$ cat src/rtl/vram_write_ctrl.sv
// Write-side controller for the text-mode character RAM.
// Accepts host commands (put-char, cursor set, direct write, clear screen),
// turns them into single-cycle RAM write strobes and keeps a wrapping cursor
// over the visible COLS x ROWS area.
module vram_write_ctrl #(
    parameter int ADDR_W = 11,
    parameter int DATA_W = 8,
    parameter int COLS   = 80,
    parameter int ROWS   = 25
) (
    input  logic              clk,
    input  logic              reset_n,
    input  logic              cmd_valid,
    output logic              cmd_ready,
    input  logic [1:0]        cmd_op,
    input  logic [ADDR_W-1:0] cmd_addr,
    input  logic [DATA_W-1:0] cmd_data,
    output logic [ADDR_W-1:0] ram_ada,
    output logic [DATA_W-1:0] ram_din,
    output logic              ram_cea,
    output logic [ADDR_W-1:0] cursor,
    output logic              busy
);

    localparam int COL_W = (COLS > 1) ? $clog2(COLS) : 1;

    // Extended-width constants: cursor + COLS and the fill counter can exceed ADDR_W bits.
    localparam logic [ADDR_W:0]   N_X      = (ADDR_W+1)'(COLS * ROWS);
    localparam logic [ADDR_W:0]   COLS_X   = (ADDR_W+1)'(COLS);
    localparam logic [ADDR_W-1:0] LAST     = ADDR_W'(COLS * ROWS - 1);
    localparam logic [COL_W-1:0]  COL_LAST = COL_W'(COLS - 1);

    localparam logic [1:0]        OP_PUTC   = 2'd0;
    localparam logic [1:0]        OP_SETPOS = 2'd1;
    localparam logic [1:0]        OP_CLEAR  = 2'd2;
    localparam logic [1:0]        OP_WRITE  = 2'd3;
    localparam logic [DATA_W-1:0] CH_CR     = DATA_W'(8'h0D);
    localparam logic [DATA_W-1:0] CH_LF     = DATA_W'(8'h0A);

    typedef enum logic [1:0] {IDLE, SEEK, CLEAR} state_t;

    state_t            state, state_next;
    logic              ready_next;
    logic              cea_next;
    logic [ADDR_W-1:0] ada_next;
    logic [DATA_W-1:0] din_next;
    logic [ADDR_W-1:0] cursor_next;
    logic [COL_W-1:0]  col, col_next;
    logic [ADDR_W-1:0] rem, rem_next;
    logic [ADDR_W:0]   fill_cnt, fill_next;
    logic [ADDR_W:0]   lf_sum;
    logic              accept;

    assign accept = cmd_valid && cmd_ready;
    assign busy   = (state != IDLE);
    // Line-feed target, folded back into 0..N-1 when it runs past the last row.
    assign lf_sum = ({1'b0, cursor} + COLS_X >= N_X) ? ({1'b0, cursor} + COLS_X - N_X)
                                                    : ({1'b0, cursor} + COLS_X);

    // State and registered outputs; reset aborts any clear/seek in progress.
    always_ff @(posedge clk or negedge reset_n) begin
        if (!reset_n) begin
            state     <= IDLE;
            cmd_ready <= 1'b0;
            ram_cea   <= 1'b0;
            ram_ada   <= '0;
            ram_din   <= '0;
            cursor    <= '0;
            col       <= '0;
            rem       <= '0;
            fill_cnt  <= '0;
        end else begin
            state     <= state_next;
            cmd_ready <= ready_next;
            ram_cea   <= cea_next;
            ram_ada   <= ada_next;
            ram_din   <= din_next;
            cursor    <= cursor_next;
            col       <= col_next;
            rem       <= rem_next;
            fill_cnt  <= fill_next;
        end
    end

    // Next-state and next-output decode; ram_din holds the fill character during CLEAR.
    always_comb begin
        state_next  = state;
        ready_next  = cmd_ready;
        cea_next    = 1'b0;
        ada_next    = ram_ada;
        din_next    = ram_din;
        cursor_next = cursor;
        col_next    = col;
        rem_next    = rem;
        fill_next   = fill_cnt;
        case (state)
            IDLE: begin
                ready_next = 1'b1;
                if (accept) begin
                    case (cmd_op)
                        OP_PUTC: begin
                            if (cmd_data == CH_CR) begin
                                cursor_next = cursor - {{(ADDR_W-COL_W){1'b0}}, col};
                                col_next    = '0;
                            end else if (cmd_data == CH_LF) begin
                                cursor_next = lf_sum[ADDR_W-1:0];
                            end else begin
                                cea_next    = 1'b1;
                                ada_next    = cursor;
                                din_next    = cmd_data;
                                col_next    = (col == COL_LAST) ? '0 : col + 1'b1;
                                cursor_next = (cursor == LAST) ? '0 : cursor + 1'b1;
                            end
                        end
                        OP_SETPOS: begin
                            if ({1'b0, cmd_addr} >= N_X) begin
                                cursor_next = '0;
                                col_next    = '0;
                            end else begin
                                cursor_next = cmd_addr;
                                rem_next    = cmd_addr;
                                state_next  = SEEK;
                                ready_next  = 1'b0;
                            end
                        end
                        OP_CLEAR: begin
                            cursor_next = '0;
                            col_next    = '0;
                            state_next  = CLEAR;
                            ready_next  = 1'b0;
                            cea_next    = 1'b1;
                            ada_next    = '0;
                            din_next    = cmd_data;
                            fill_next   = (ADDR_W+1)'(1);
                        end
                        OP_WRITE: begin
                            cea_next = 1'b1;
                            ada_next = cmd_addr;
                            din_next = cmd_data;
                        end
                        default: ;
                    endcase
                end
            end
            SEEK: begin
                // Repeated subtraction recovers the column without a divider.
                ready_next = 1'b0;
                if ({1'b0, rem} >= COLS_X) begin
                    rem_next = rem - COLS_X[ADDR_W-1:0];
                end else begin
                    col_next   = rem[COL_W-1:0];
                    state_next = IDLE;
                    ready_next = 1'b1;
                end
            end
            CLEAR: begin
                ready_next = 1'b0;
                if (fill_cnt == N_X) begin
                    state_next = IDLE;
                    ready_next = 1'b1;
                end else begin
                    cea_next  = 1'b1;
                    ada_next  = fill_cnt[ADDR_W-1:0];
                    fill_next = fill_cnt + 1'b1;
                end
            end
            default: state_next = IDLE;
        endcase
    end

endmodule

$ cat config.mk
export PLATFORM = sky130hd
export DESIGN_NAME = vram_write_ctrl
export DESIGN_NICKNAME = d
export VERILOG_FILES = /design/src/rtl/vram_write_ctrl.sv
export SDC_FILE = /design/constraint.sdc
export NUM_CORES = 1
export LEC_CHECK = 0
export BUFFER_PORTS_ARGS = -buffer_cell sky130_fd_sc_hd__buf_2
export CAP_MARGIN = 10
export CORE_ASPECT_RATIO = 1.2
export CORE_MARGIN = 1.5
export CORE_UTILIZATION = 50
export CTS_CLUSTER_SIZE = 14
export DETAILED_ROUTE_END_ITERATION = 8
export GPL_TIMING_DRIVEN = 0
export PLACE_DENSITY_LB_ADDON = 0.12
export RECOVER_POWER = 100
export SKIP_CTS_REPAIR_TIMING = 1
export SLEW_MARGIN = 20
export SYNTH_ARGS = -nofsm -noshare
export SYNTH_HDL_FRONTEND = slang
export SYNTH_SLANG_ARGS = --single-unit
$ cat constraint.sdc
create_clock -name clk -period 2 [get_ports clk]
set_input_delay 0.3 -clock clk [delete_from_list [all_inputs] [get_ports clk]]
set_output_delay 0.3 -clock clk [all_outputs]
set_load 0.1 [all_outputs]
# Word-level counts from Yosys, hierarchy flattened
# Index checks and enable logic that the tools add are counted.
# totals
out_inout_bits	33
regBits	64
# classes
eq_ne	28
n_mux	50
n_addsub	7
magnitude_cmp	3
n_reduce_logical	17
# op_table
operator	count
$mux W11	13
$pmux W11 S3	2
$pmux W11 S2	2
$mux W7	6
$mux W12	3
$pmux W12 S2	1
$pmux W7 S3	1
$eq A8 B4 Y1 const B	2
$mux W8	2
$ne A2 B2 Y1 const B	8
$pmux W8 S2	1
$reduce_and A5 Y1	3
$pmux W7 S2	1
$add A11 B7 Y12 const B	1
$add A12 B1 Y12 const B	1
$eq A12 B11 Y1 const B	1
$ge A12 B11 Y1 const B	1
$ne A3 B3 Y1 const B	4
$reduce_and A6 Y1	2
$add A11 B1 Y11 const B	1
$eq A11 B11 Y1 const B	1
$ge A11 B11 Y1 const B	1
$ge A11 B7 Y1 const B	1
$sub A11 B11 Y11 const B	1
23 further kinds	45

# Longest topological paths before layout
# depth
depth_word	7
depth_mapped	10

# Worst setup path before layout
# OpenSTA, ideal clock, no wires.
# synth_path
path_type	reg-to-reg
startpoint	register cursor[0]
endpoint	register cursor[4]
t_arrival_ps	2706
path_slack_ps	-853
path_stages_with_launch	10
period_less_slack_ps	2853
t_required_ps	1854
cell_sequence	dfrtp_1 inv_1 ha_1 fa_1 nor2b_1 o31a_1 a21oi_1 a221oi_1 o311a_1 a221oi_1
# synth_between
elab_chain_cells	6
word_cells_on_any_way	11
classes_between	add/sub: 4; order compare: 1; eq/ne: 1; mux: 5
# synth_lines
element	line_no	source
start: declaration	21	output logic [ADDR_W-1:0] cursor,
start signal: assignment	78	cursor <= cursor_next;
$add A11 B7 Y12	57, 58	
$sub A11 B11 Y11 or $ge A12 B11 Y1 (tied branches)	57	assign lf_sum = ({1'b0, cursor} + COLS_X >= N_X) ? ({1'b0, cursor} + COLS_X - N_X)
$mux W11	57	
$mux W11	105	end else if (cmd_data == CH_LF) begin
$mux W11 *	102	if (cmd_data == CH_CR) begin
$pmux W11 S3 *	100	case (cmd_op)
# Mark *: on every way between the ends. The rest lies on a longest branch, timed or not.
# A chain may end at the register's enable or synchronous reset.

# Final worst setup path
# layout_path
startpoint	register cursor[1]
endpoint	register cursor[7]
# Same word-level chain as after synthesis.

==> reports/qor.yml <==
timing:
  final-hold-violation-count: 0
  tightest_slew_ps: 728
  min_period_over_period_pct: 116
  report.final.slew_viol_count: 0
  relSlewSlack_pct: 51.5
  fin_skew_ps: 7.05
  fin_crit_ps: 2310
  fin_ws_ps: -311
  fmax_ghz: 0.433
  finalSetupViolCount: 16
  rsz0062_at_grt: "yes"
floorplanning:
  die_y_microns: 110
  coreArea_sq_um: 9420
  start_util_pct: 51.1
  die_w_microns: 92.5
  pin_count: 57
  row_count: 39
  die_area_sq_um: 10200
critical_path:
  worstPathMaxFanout: 5
  critical_path.slowest_cell: "dfrtp_4"
  crit_type: "reg2reg"
  worst_setup_path_start_kind: "register"
  arrival_ps: 2520
  slowest_delay_ps: 520
  required_ps: 2210
  crit_path_end_kind: "register"
  crit_path_frequent_cell: "nor2b_1"
  crit_chain: "ha_4 > nor2b_1 > o31a_1 > o22ai_2 > nor2b_1 > o311a_1 > o32a_1"
min_path:
  min_path_type: "in2reg"
place:
  dp_hpwl_microns: 10800
  port-buffer-count: 56
  gp_congestion: 0.947
synth:
  ys_warn_count: 0
  yosys.area_share.simple_pct: 20.4
  ys_ff_latch: 64
  synth_adder_area_share_pct: 6.66
  synth_area_per_cell_sq_um: 8.76
  synthMuxAreaShare_pct: 6.64
  synthesis.area_sq_um: 4810
  synth_cell_types: 76
  syn_inst: 549
  synth-edff-count: 0
  ys.flop_type: "dfrtp_1"
  yosysSeqAreaShare_pct: 33.3
  synth_top_family_by_area: "compound AO/OA/AOI/OAI gates"
  async_flop_share_pct: 100
  synth_xor_xnor_area_share_pct: 2.91
  synth_compound_area_share_pct: 24.0
  syn_nets: 598
clock_tree:
  htreeDepth: 3
  clk_pin_slew_ps: 60
  clock-root-buffer: "clkbuf_16"
  cts_buffers: 9
  clock_sinks: 64
  clock_latency_ps: 340
  clk_path_buf_depth: 2
  cts_tree: "done"
finish:
  fill_cells: 734
  final_common_cell: "dfrtp_1"
  nets: 708
  mostFrequentLayoutCells: "50 x dfrtp_1, 41 x nand2_1, 37 x buf_4"
  areaGrowthSynthToFinish_pct: 35.8
  utilization_pct: 69.3
  diodes: 0
  drive_gt1_share_pct: 39.5
routing:
  drt_iter0_markers: 398
  avgViaCountPerCell: 6.26
  drt.antenna.violating_nets: 0
  route.vias.total: 4927
  dr.pass1.iters: 5
  drc: 0
  drt-total-wl_microns: 15700
  routedWlPerCell_microns: 20.0
flow_run:
  cap_violations: 0
global_routing:
  antenna_found_initial: 0
  grt_use_total_pct: 28.8
  grt_overflow: 0
  grt_pass1_wl_microns: 23000
  grt_pass1_vias: 4486
  grt_max_degree: 38
status:
  status: "finished, violations left"
  violations: "setup timing"
synthesized netlist by cell type (4+ instances only):
cell	n	share of area (%)
a211oi_1	6	0.94
a21o_1	4	0.62
a21oi_1	42	4.4
a221oi_1	5	0.91
a31oi_1	5	0.65
and3_1	10	1.3
buf_6	5	1.2
clkbuf_1	17	1.3
clkbuf_8	4	1.1
dfrtp_1	64	33
ha_1	24	6.2
inv_1	23	1.8
mux2_2	23	5.4
mux2i_1	6	1.2
nand2_1	43	3.4
nand2b_1	6	0.78
nand3_1	23	2.4
nand4_1	7	0.91
nor2_1	36	2.8
nor2b_1	10	1.3
nor3_1	21	2.2
nor3b_1	7	1.1
o21a_1	7	1.1
o21ai_0	42	4.4
o22ai_1	9	1.2
o31ai_1	8	1.2
or3_1	4	0.52
xnor2_1	9	1.6
xor2_1	7	1.3
per-stage QoR:
step	worst slack, ps	hold WS (ps)	cells	setup TNS (ps)	area [sq um]
6_report	-311	230	787	-1850	6530
5_1_grt	-354	232	787	-3660	6530
4_1_cts	-537	-103	745	-9270	5780
3_5_place_dp	-522	252	729	-10350	5470
3_3_place_gp	-486	485	728	-8620	5450
2_1_floorplan	-339	4.41	549	-2010	5020
worst paths after layout:
kind / slack (ps) / startpoint / depth (start not counted) / to
setup / recovery: -310 / cursor[1] / 7 / cursor[7]
min in group asynchronous: 560 / reset_n / 2 / cursor[7]
max in group asynchronous: 350 / reset_n / 3 / cursor[6]
setup reg to reg: -310 / cursor[1] / 7 / cursor[7]
hold / removal: 230 / cmd_data[0] / 2 / ram_din[0]
hold reg to reg: 500 / ram_din[7] / 1 / ram_din[7]
area by class of cell:
class,count,area [sq um],share of cell area [%]
inverter,25,121,1.86
buffer,25,206,3.16
sequential,64,1630,25.0
tap,123,154,2.36
clock inverter,6,67.6,1.03
multi-input combinational,431,3450,52.8
clock buffer,10,239,3.66
timing repair buffer,103,659,10.1
logic make-up after synthesis:
| group | Yosys count |
|---|---|
| AO/OA/AOI/OAI | 173 |
| XOR/XNOR | 16 |
| adder cells (fa/ha/maj) | 25 |
| buffers and inverters | 54 |
| flip-flops | 64 |
| multiplexers | 29 |
| AND/OR/NAND/NOR | 188 |
critical path, delay by kind of cell (launching register included):
kind                       cells  cell delay [ps]
and+or+nand+nor                2              220
adders and majority gates      1              250
AOI/OAI and AO/OA              4             1200
DFF                            1              520
flip-flops by register name (all words and copies together) (netlist names):
signal / flops
cmd_ready: 1
col: 7
cursor: 11
fill_cnt: 12
ram_ada: 11
ram_cea: 1
ram_din: 8
rem: 11
state: 2
per-layer routing:
metal	part of all wire [%]	wire length, microns	GRT usage, %
met1	39	6200	36.3
met5	0	0	0
met3	6.3	985	4.89
met2	51	7960	47.4
met4	3.6	569	13.5
Power is not shown: default switching activity piles up to over one toggle a cycle in this logic, so the estimate is an artifact.
